## src/rtl/layer_seq_pkg.sv

```systemverilog
// ============================================================================
//  Module      : layer_seq_pkg
//  Description : Shared types and default constants for the layer sequencer.
//                Holds the sequencer state encoding, the default sizing
//                constants and a helper that sizes the layer index safely.
//  Revision    : 1.0 - initial release
// ============================================================================
`default_nettype none

package layer_seq_pkg;

    localparam int DEF_NUM_PORTS  = 4;
    localparam int DEF_NUM_LAYERS = 3;
    localparam int DEF_TIMEOUT    = 255;

    typedef enum logic [2:0] {
        ST_IDLE      = 3'd0,
        ST_LAUNCH    = 3'd1,
        ST_WAIT      = 3'd2,
        ST_LAYER_END = 3'd3,
        ST_FINISH    = 3'd4
    } seq_state_t;

    // Width of an index over n items. A single-item range still needs one bit
    // so that the port never collapses to zero width.
    function automatic int idx_width(input int n);
        return (n > 1) ? $clog2(n) : 1;
    endfunction

endpackage : layer_seq_pkg

`default_nettype wire

```

## src/rtl/port_done_collector.sv

```systemverilog
// ============================================================================
//  Module      : port_done_collector
//  Description : Accumulates per-port completion into a sticky vector and
//                reports when every port has completed. The all_done output
//                already includes this cycle's port_done so the sequencer can
//                react without waiting for the sticky register to update.
//  Ports       : clk       - rising-edge clock
//                rst_n     - asynchronous active-low reset
//                clear     - synchronous clear of the sticky vector
//                enable    - accumulate port_done this cycle
//                port_done - per-port completion (pulse or level)
//                all_done  - every port has completed (combinational)
//  Revision    : 1.0 - initial release
// ============================================================================
`default_nettype none

module port_done_collector
    import layer_seq_pkg::*;
#(
    parameter int NUM_PORTS = DEF_NUM_PORTS
) (
    input  logic                 clk,
    input  logic                 rst_n,
    input  logic                 clear,
    input  logic                 enable,
    input  logic [NUM_PORTS-1:0] port_done,
    output logic                 all_done
);

    logic [NUM_PORTS-1:0] sticky;
    logic [NUM_PORTS-1:0] merged;

    // port_done only counts while collection is enabled.
    assign merged   = sticky | (enable ? port_done : '0);
    assign all_done = &merged;

    always_ff @(posedge clk or negedge rst_n) begin
        if (!rst_n) begin
            sticky <= '0;
        end else if (clear) begin
            sticky <= '0;
        end else if (enable) begin
            sticky <= merged;
        end
    end

endmodule : port_done_collector

`default_nettype wire

```

## src/rtl/layer_sequencer.sv

```systemverilog
// ============================================================================
//  Module      : layer_sequencer
//  Description : Runs a network pass of NUM_LAYERS layers. For each layer it
//                strobes port_start to all ports, waits until every port has
//                reported done, then advances. A WAIT phase lasting TIMEOUT
//                cycles without completion aborts the pass and raises a
//                sticky timeout_err.
//  Ports       : clk         - rising-edge clock
//                rst_n       - asynchronous active-low reset
//                start       - request a pass (honoured only when idle)
//                port_done   - per-port completion
//                port_start  - one-cycle launch strobe to every port
//                layer_idx   - current layer index
//                busy        - high whenever a pass is in progress
//                layer_done  - one-cycle pulse at end of each layer
//                net_done    - one-cycle pulse at end of the last layer
//                timeout_err - sticky abort flag, cleared by the next start
//  Revision    : 1.0 - initial release
// ============================================================================
`default_nettype none

module layer_sequencer
    import layer_seq_pkg::*;
#(
    parameter int NUM_PORTS  = DEF_NUM_PORTS,
    parameter int NUM_LAYERS = DEF_NUM_LAYERS,
    parameter int TIMEOUT    = DEF_TIMEOUT
) (
    input  logic                             clk,
    input  logic                             rst_n,
    input  logic                             start,
    input  logic [NUM_PORTS-1:0]             port_done,
    output logic [NUM_PORTS-1:0]             port_start,
    output logic [idx_width(NUM_LAYERS)-1:0] layer_idx,
    output logic                             busy,
    output logic                             layer_done,
    output logic                             net_done,
    output logic                             timeout_err
);

    localparam int IDX_W = idx_width(NUM_LAYERS);
    localparam int CNT_W = $clog2(TIMEOUT + 1);

    localparam logic [IDX_W-1:0] LAST_LAYER = IDX_W'(NUM_LAYERS - 1);
    localparam logic [CNT_W-1:0] CNT_MAX    = CNT_W'(TIMEOUT);
    // The count equals the number of WAIT cycles already spent, so the cycle
    // holding TIMEOUT-1 is the last one allowed.
    localparam logic [CNT_W-1:0] CNT_LIMIT  = CNT_W'(TIMEOUT - 1);

    seq_state_t       state;
    seq_state_t       state_next;
    logic [CNT_W-1:0] wait_cnt;
    logic             all_done;
    logic             collect_en;
    logic             collect_clr;
    logic             accept_start;
    logic             timeout_hit;
    logic             last_layer;

    assign last_layer = (layer_idx == LAST_LAYER);

    port_done_collector #(
        .NUM_PORTS (NUM_PORTS)
    ) u_collector (
        .clk       (clk),
        .rst_n     (rst_n),
        .clear     (collect_clr),
        .enable    (collect_en),
        .port_done (port_done),
        .all_done  (all_done)
    );

    always_ff @(posedge clk or negedge rst_n) begin
        if (!rst_n) begin
            state <= ST_IDLE;
        end else begin
            state <= state_next;
        end
    end

    always_comb begin
        state_next   = state;
        port_start   = '0;
        busy         = (state != ST_IDLE);
        layer_done   = 1'b0;
        net_done     = 1'b0;
        collect_en   = (state == ST_LAUNCH) || (state == ST_WAIT);
        collect_clr  = 1'b0;
        accept_start = 1'b0;
        timeout_hit  = 1'b0;

        case (state)
            ST_IDLE: begin
                if (start) begin
                    accept_start = 1'b1;
                    collect_clr  = 1'b1;
                    state_next   = ST_LAUNCH;
                end
            end
            ST_LAUNCH: begin
                port_start = '1;
                state_next = ST_WAIT;
            end
            ST_WAIT: begin
                // Completion is tested first so it wins over a same-cycle
                // timeout.
                if (all_done) begin
                    state_next = ST_LAYER_END;
                end else if (wait_cnt >= CNT_LIMIT) begin
                    timeout_hit = 1'b1;
                    state_next  = ST_IDLE;
                end
            end
            ST_LAYER_END: begin
                layer_done  = 1'b1;
                collect_clr = 1'b1;
                state_next  = last_layer ? ST_FINISH : ST_LAUNCH;
            end
            ST_FINISH: begin
                net_done   = 1'b1;
                state_next = ST_IDLE;
            end
            default: begin
                state_next = ST_IDLE;
            end
        endcase
    end

    // WAIT-cycle counter: restarts on every launch and saturates.
    always_ff @(posedge clk or negedge rst_n) begin
        if (!rst_n) begin
            wait_cnt <= '0;
        end else if (state == ST_LAUNCH) begin
            wait_cnt <= '0;
        end else if ((state == ST_WAIT) && (wait_cnt != CNT_MAX)) begin
            wait_cnt <= wait_cnt + 1'b1;
        end
    end

    // Layer index is held after a pass and only cleared by an accepted start.
    always_ff @(posedge clk or negedge rst_n) begin
        if (!rst_n) begin
            layer_idx <= '0;
        end else if (accept_start) begin
            layer_idx <= '0;
        end else if ((state == ST_LAYER_END) && !last_layer) begin
            layer_idx <= layer_idx + 1'b1;
        end
    end

    always_ff @(posedge clk or negedge rst_n) begin
        if (!rst_n) begin
            timeout_err <= 1'b0;
        end else if (accept_start) begin
            timeout_err <= 1'b0;
        end else if (timeout_hit) begin
            timeout_err <= 1'b1;
        end
    end

endmodule : layer_sequencer

`default_nettype wire

```

## config.mk

```make
export PLATFORM = sky130hd
export DESIGN_NAME = layer_sequencer
export DESIGN_NICKNAME = d
export VERILOG_FILES = /design/src/rtl/layer_seq_pkg.sv /design/src/rtl/port_done_collector.sv /design/src/rtl/layer_sequencer.sv
export SDC_FILE = /design/constraint.sdc
export NUM_CORES = 1
export LEC_CHECK = 0
export CAP_MARGIN = 0
export CORE_UTILIZATION = 45
export DETAILED_ROUTE_END_ITERATION = 16
export PLACE_DENSITY = 0.69
export SETUP_SLACK_MARGIN = 0.5
export SLEW_MARGIN = 15
export SYNTH_ARGS = -nofsm -noshare
export SYNTH_HDL_FRONTEND = slang
export SYNTH_SLANG_ARGS = --single-unit
```

## constraint.sdc

```tcl
create_clock -name clk -period 4.4 [get_ports clk]
set_input_delay 1.1 -clock clk [delete_from_list [all_inputs] [get_ports clk]]
set_output_delay 1.1 -clock clk [all_outputs]
set_load 0.01 [all_outputs]
```

==> results of run 1 <==
[through the flow]
stage               hold WS, ps  cells  power (W)  cell area (sq um)
floorplan                   449    100   0.000526                992
global placement            471    138   0.000612               1140
detailed placement          482    138   0.000619               1140
CTS                         507    141   0.000702               1170
global route                527    141   0.000749               1170
finish                      497    141   0.000691               1170
[power groups by stage]
stage / sequential, W / combinational [W] / clock, W
CTS: 0.000284 / 0.000335 / 0.0000834
global placement: 0.000284 / 0.000328 / 0
detailed placement: 0.000287 / 0.000332 / 0
finish: 0.000283 / 0.000328 / 0.0000795
floorplan: 0.000255 / 0.000270 / 0
global route: 0.000293 / 0.000365 / 0.0000912
[final cells by class]
| type | count | area (sq um) |
|---|---|---|
| clock buffers | 3 | 22.5 |
| fillers | 184 | 855 |
| inverters | 9 | 33.8 |
| multi-input cells | 68 | 467 |
| flip-flops and latches | 18 | 450 |
| well taps | 27 | 33.8 |
| repair buffers | 16 | 160 |
[tightest hold or removal path: cells and delay by family, from the launching register on]
family,cells,cell delay (ps)
flip-flops,1,330
AO/OA/AOI/OAI,1,50
AND/OR/NAND/NOR,1,80
[final timing paths]
check	start	end	slack, ps	cells after the start
min in group asynchronous	rst_n	layer_idx[0]$_DFFE_PN0P_	1270	1
min	u_collector.sticky[1]$_DFFE_PN0P_	u_collector.sticky[1]$_DFFE_PN0P_	500	2
max reg2reg	state[1]$_DFFE_PN0P_	wait_cnt[5]$_DFFE_PN0P_	2490	4
max in group asynchronous	rst_n	state[1]$_DFFE_PN0P_	2630	1
min reg2reg	u_collector.sticky[1]$_DFFE_PN0P_	u_collector.sticky[1]$_DFFE_PN0P_	500	2
max	state[1]$_DFFE_PN0P_	port_start[2]	1310	4
[sequential cells by signal (all words and copies together) (netlist names)]
| signal | flops |
|---|---|
| layer_idx | 2 |
| state | 3 |
| timeout_err | 1 |
| u_collector.sticky | 4 |
| wait_cnt | 8 |
[cells by family (layout without fill, tap and decap cells)]
| kind of cell | count (synthesis) | in the layout | share of synthesized area (%) |
|---|---|---|---|
| AND/OR/NAND/NOR | 36 | 36 | 18.8 |
| AO/OA/AOI/OAI | 24 | 24 | 17.9 |
| flip-flops | 18 | 18 | 45.4 |
| buffers and inverters | 14 | 28 | 7.57 |
| adder cells (fa/ha/maj) | 3 | 3 | 3.78 |
| XOR/XNOR | 3 | 3 | 4.54 |
| multiplexers | 2 | 2 | 2.02 |
[cells in the mapped netlist, types with 2 or more instances]
master    instances  area share (%)
inv_1             9             3.4
nand2_1           7             2.6
or3_1             3             1.9
nand4_1           2             1.3
mux2i_1           2             2.0
nor2_1           12             4.5
dfrtp_1          18              45
xnor2_1           2             1.8
and3_1            3             1.9
buf_4             4             3.0
a211oi_1          2             1.5
a21oi_1           4             2.0
ha_1              3             3.8
a31oi_1           6             3.8
o21ai_0           3             1.5
[routing by layer]
| metal | vias to the layer above | global-route usage [%] | routed length, um |
|---|---|---|---|
| met5 | - | 0 | 0 |
| met4 | 0 | 8.33 | 31 |
| met3 | 5 | 4.05 | 80 |
| met2 | 18 | 29.2 | 864 |
| met1 | 362 | 22.0 | 874 |
| li1 | 385 | - | - |
[placed cells by master, fill, tap and decap left out, drive strengths merged, types with 2 or more instances in the layout]
cell type and instances:
a211oi 2, a21oi 4, a31oi 7, and3 3
clkbuf 3, clkdlybuf4s50 16, dfrtp 18, ha 3
inv 9, mux2i 2, nand2 7, nand4 2
nor2 12, o21ai 4, or3 3, or4 2
xnor2 2
==> flow_summary.ini, run 1 <==
[timing]
fmaxAchievable_ghz = 0.324
drv_slew = 0
finalHoldViolations = 0
setup_slack_ps = 1310
setup-tns-final_ps = 0
period_minus_slack_ps = 3090
slew_headroom_pct = 45.8
tightest_slew_ps = 811
rsz0062_at_grt = false
setup_viol = 0
fin_skew_ps = 1.93
min_period_over_period_pct = 70.2

[critical_path]
arrival_ps = 1990
path_buf_inv = 2
start_kind = flop
slowest_stage = clkdlybuf4s50_1
cp_top_family = buffers and inverters
path_class = flop to output port
crit_required_ps = 3300
path_max_fanout = 10
cp_slowest_stage_delay_ps = 590
path_cells = nor2_1 > nand2_1 > inv_1 > clkdlybuf4s50_1
end_kind = output port

[floorplan]
initial_core_util_pct = 49.1
num_rows = 16
die_w_um = 49.0
fp.dieH_um = 49.0
core-area_sq_mm = 0.00202
die-area_sq_mm = 0.00240
ioPinCount = 17

[min_path]
hp-class = flop to flop

[cts]
post_cts_buffers = 0
clk_pin_slew_worst_paths_ps = 90
cts_max_path_buffers = 2
clock_latency_ps = 290
cts_resized = 0
cts_tree = done
cts_buffers = 3
postCtsHoldBufs = 0
clock-root-buffer = clkbuf_4
cts_num_sinks = 18
htreeDepth = 1

[cells_and_area]
drive_above_1_share_pct = 6.14
nets = 126
area_delta_synth_final_pct = 17.7
utilization_pct = 57.7
diodes = 0

[power_and_ir_drop]
vdd_drop_max_v = 0.000336
power_frac_seq_pct = 41.1
switchingPower_w = 0.000280
p_comb_share_pct = 47.4
power.leakage_nw = 0.518
power.internal_w = 0.000411
power_density_mw_per_mm2 = 592
swShare_pct = 40.5
clock_power_share_pct = 11.5

[synth]
syn-cell-area_sq_um = 992
syn_nets = 110
ys_seq_elements = 18
synth-edff-count = 0
postSynth.asyncResetShare_pct = 100
syn_area_per_cell_sq_um = 9.92
synthCells = 100
yosysWarnings = 0
synth_cell_type_count = 35
seq_area_frac_synth_pct = 45.4
synthFlopType = dfrtp_1

[drt]
drt_iter0_markers = 8
drc = 0
dr_total_vias = 770
antenna_left = 0
routed_wirelength_um = 1850
routed_via_density = 5.46
first_pass_iters = 4
wl_per_cell_um = 13.1

[run]
drv_cap = 0

[placement]
gp_congestion = 0.853
place_ws_ps = 1640
io_buffer_count = 16
dp_hpwl_um = 1390

[global_route]
grt_pass1_vias = 753
grt_pass1_wl_um = 3190
grt_overflow = 0
grt_max_degree = 19
track_usage_pct = 17.7
antenna_found_initial = 0

[run_status]
outcome = complete, no violations
Note: power is estimated with default switching activity, not from simulation.
==> inputs of run 2 (changes only) <==
- clock period: 4.4 -> 3.1 ns (I/O delays scaled with it)
==> flow_summary.ini, run 2 (same netlist as run 1, synthesis figures left out) <==
[run_status]
outcome = complete, no violations

[critical_path]
path_class = flop to output port
crit_required_ps = 2320
path_max_fanout = 10
arrival_ps = 1720
reg2reg_setup_slack_ps = 1100
endpoint = busy
end_kind = output port
r2r_start = state[1]$_DFFE_PN0P_
rr_worst_depth = 5
start_kind = flop
regToRegEndpoint = wait_cnt[5]$_DFFE_PN0P_
crit_start = state[0]$_DFFE_PN0P_

[drt]
antenna_left = 0
drt_iter0_markers = 10
wl_per_cell_um = 13.2
drc = 0
first_pass_iters = 4
dr_total_vias = 791
routed_via_density = 5.49
routed_wirelength_um = 1900

[power_and_ir_drop]
power.leakage_nw = 0.538
vdd_drop_max_v = 0.000498
power_density_mw_per_mm2 = 847

[cells_and_area]
final_cell_mix = clkdlybuf4s50_1 (16), dfrtp_1 (16), nor2_1 (11), inv_1 (8), nand2_1 (7)
diodes = 0
drive_above_1_share_pct = 11.1
largest_reg_flops = 8
nets = 129
fillers = 178
multi_input_area_sq_um = 469
area_delta_synth_final_pct = 20.9
final_cells = 144
top_regs = wait_cnt: 8 flops, u_collector.sticky: 4 flops, state: 3 flops
regMostFlops = wait_cnt
seqCellArea_sq_um = 453

[floorplan]
fp.dieH_um = 49.0
die-area_sq_mm = 0.00240
initial_core_util_pct = 49.1
core-area_sq_mm = 0.00202
die_w_um = 49.0
num_rows = 16
ioPinCount = 17

[global_route]
grt_max_degree = 19
grt_overflow = 0
track_usage_pct = 17.9
grt_pass1_wl_um = 3240
antenna_found_initial = 0
grt_pass1_vias = 764

[timing]
rsz0062_at_grt = false
period_minus_slack_ps = 2500
setup-tns-final_ps = 0
finalHoldViolations = 0
slew_headroom_pct = 45.8
fmaxAchievable_ghz = 0.400
fin_skew_ps = 2.21
drv_slew = 0
setup_viol = 0
min_period_over_period_pct = 80.6
tightest_slew_ps = 810

[placement]
dpl.cell_count = 138
dp_hpwl_um = 1390
io_buffer_count = 16
gp_congestion = 0.853

[cts]
clock_latency_ps = 290
cts_num_sinks = 18
postCtsHoldBufs = 0
cts_max_path_buffers = 2
clock-root-buffer = clkbuf_4
cts_tree = done
clk_pin_slew_worst_paths_ps = 100
cts_buffers = 3
htreeDepth = 1

[min_path]
hp-class = flop to flop

[run]
drv_cap = 0
-- run 2: metal layers --
metal / GRT usage [%] / vias up / wire length, um
li1: - / 391 / -
met3: 4.05 / 5 / 83
met1: 22.0 / 377 / 863
met4: 8.33 / 0 / 31
met2: 29.9 / 18 / 924
met5: 0 / - / 0
-- run 2: final cells by class --
type	count	area share [%]
multi-input cells	68	39.1
inverters	9	2.82
repair buffers	19	15.6
well taps	27	2.82
flip-flops and latches	18	37.7
clock buffers	3	1.88
-- run 2: where the power goes --
group	leakage (nW)	internal [W]	switching, W
sequential	0.233	0.000314	0.0000878
clock	0.0138	0.0000452	0.0000677
combinational	0.291	0.000251	0.000250
total	0.538	0.000610	0.000405
-- run 2: metrics by stage --
| step | power (W) | hold slack, ps | util (%) | area (sq um) | setup WS [ps] |
|---|---|---|---|---|---|
| global route | 0.00110 | 527 | 59.3 | 1200 | 512 |
| global placement | 0.000869 | 471 | 56.6 | 1140 | 709 |
| finish | 0.00102 | 497 | 59.3 | 1200 | 601 |
| CTS | 0.00102 | 507 | 58.6 | 1180 | 548 |
| floorplan | 0.000746 | 449 | - | 992 | 1200 |
| detailed placement | 0.000878 | 482 | 56.6 | 1140 | 660 |
-- run 2: worst min-delay path by stage --
stage                                       from                           endpoint  slack, ps  cells after the start
2_1_floorplan  u_collector.sticky[3]$_DFFE_PN0P_  u_collector.sticky[3]$_DFFE_PN0P_        450                      2
3_3_place_gp   u_collector.sticky[1]$_DFFE_PN0P_  u_collector.sticky[1]$_DFFE_PN0P_        470                      2
3_5_place_dp   u_collector.sticky[3]$_DFFE_PN0P_  u_collector.sticky[3]$_DFFE_PN0P_        480                      2
4_1_cts        u_collector.sticky[1]$_DFFE_PN0P_  u_collector.sticky[1]$_DFFE_PN0P_        510                      2
5_1_grt        u_collector.sticky[3]$_DFFE_PN0P_  u_collector.sticky[3]$_DFFE_PN0P_        530                      2
6_report       u_collector.sticky[1]$_DFFE_PN0P_  u_collector.sticky[1]$_DFFE_PN0P_        500                      2
-- run 2: critical path, stage by stage, from the launching register on --
cell and delay (ps):
dfrtp_2 510, or3_1 440, clkdlybuf4s50_1 490
-- run 2: timing repair --
item / CTS / global route
setup buffers: 2 / 1
resized for setup: 3 / 1
pin swaps: 0 / 0
setup endpoints to repair: 4 / 4
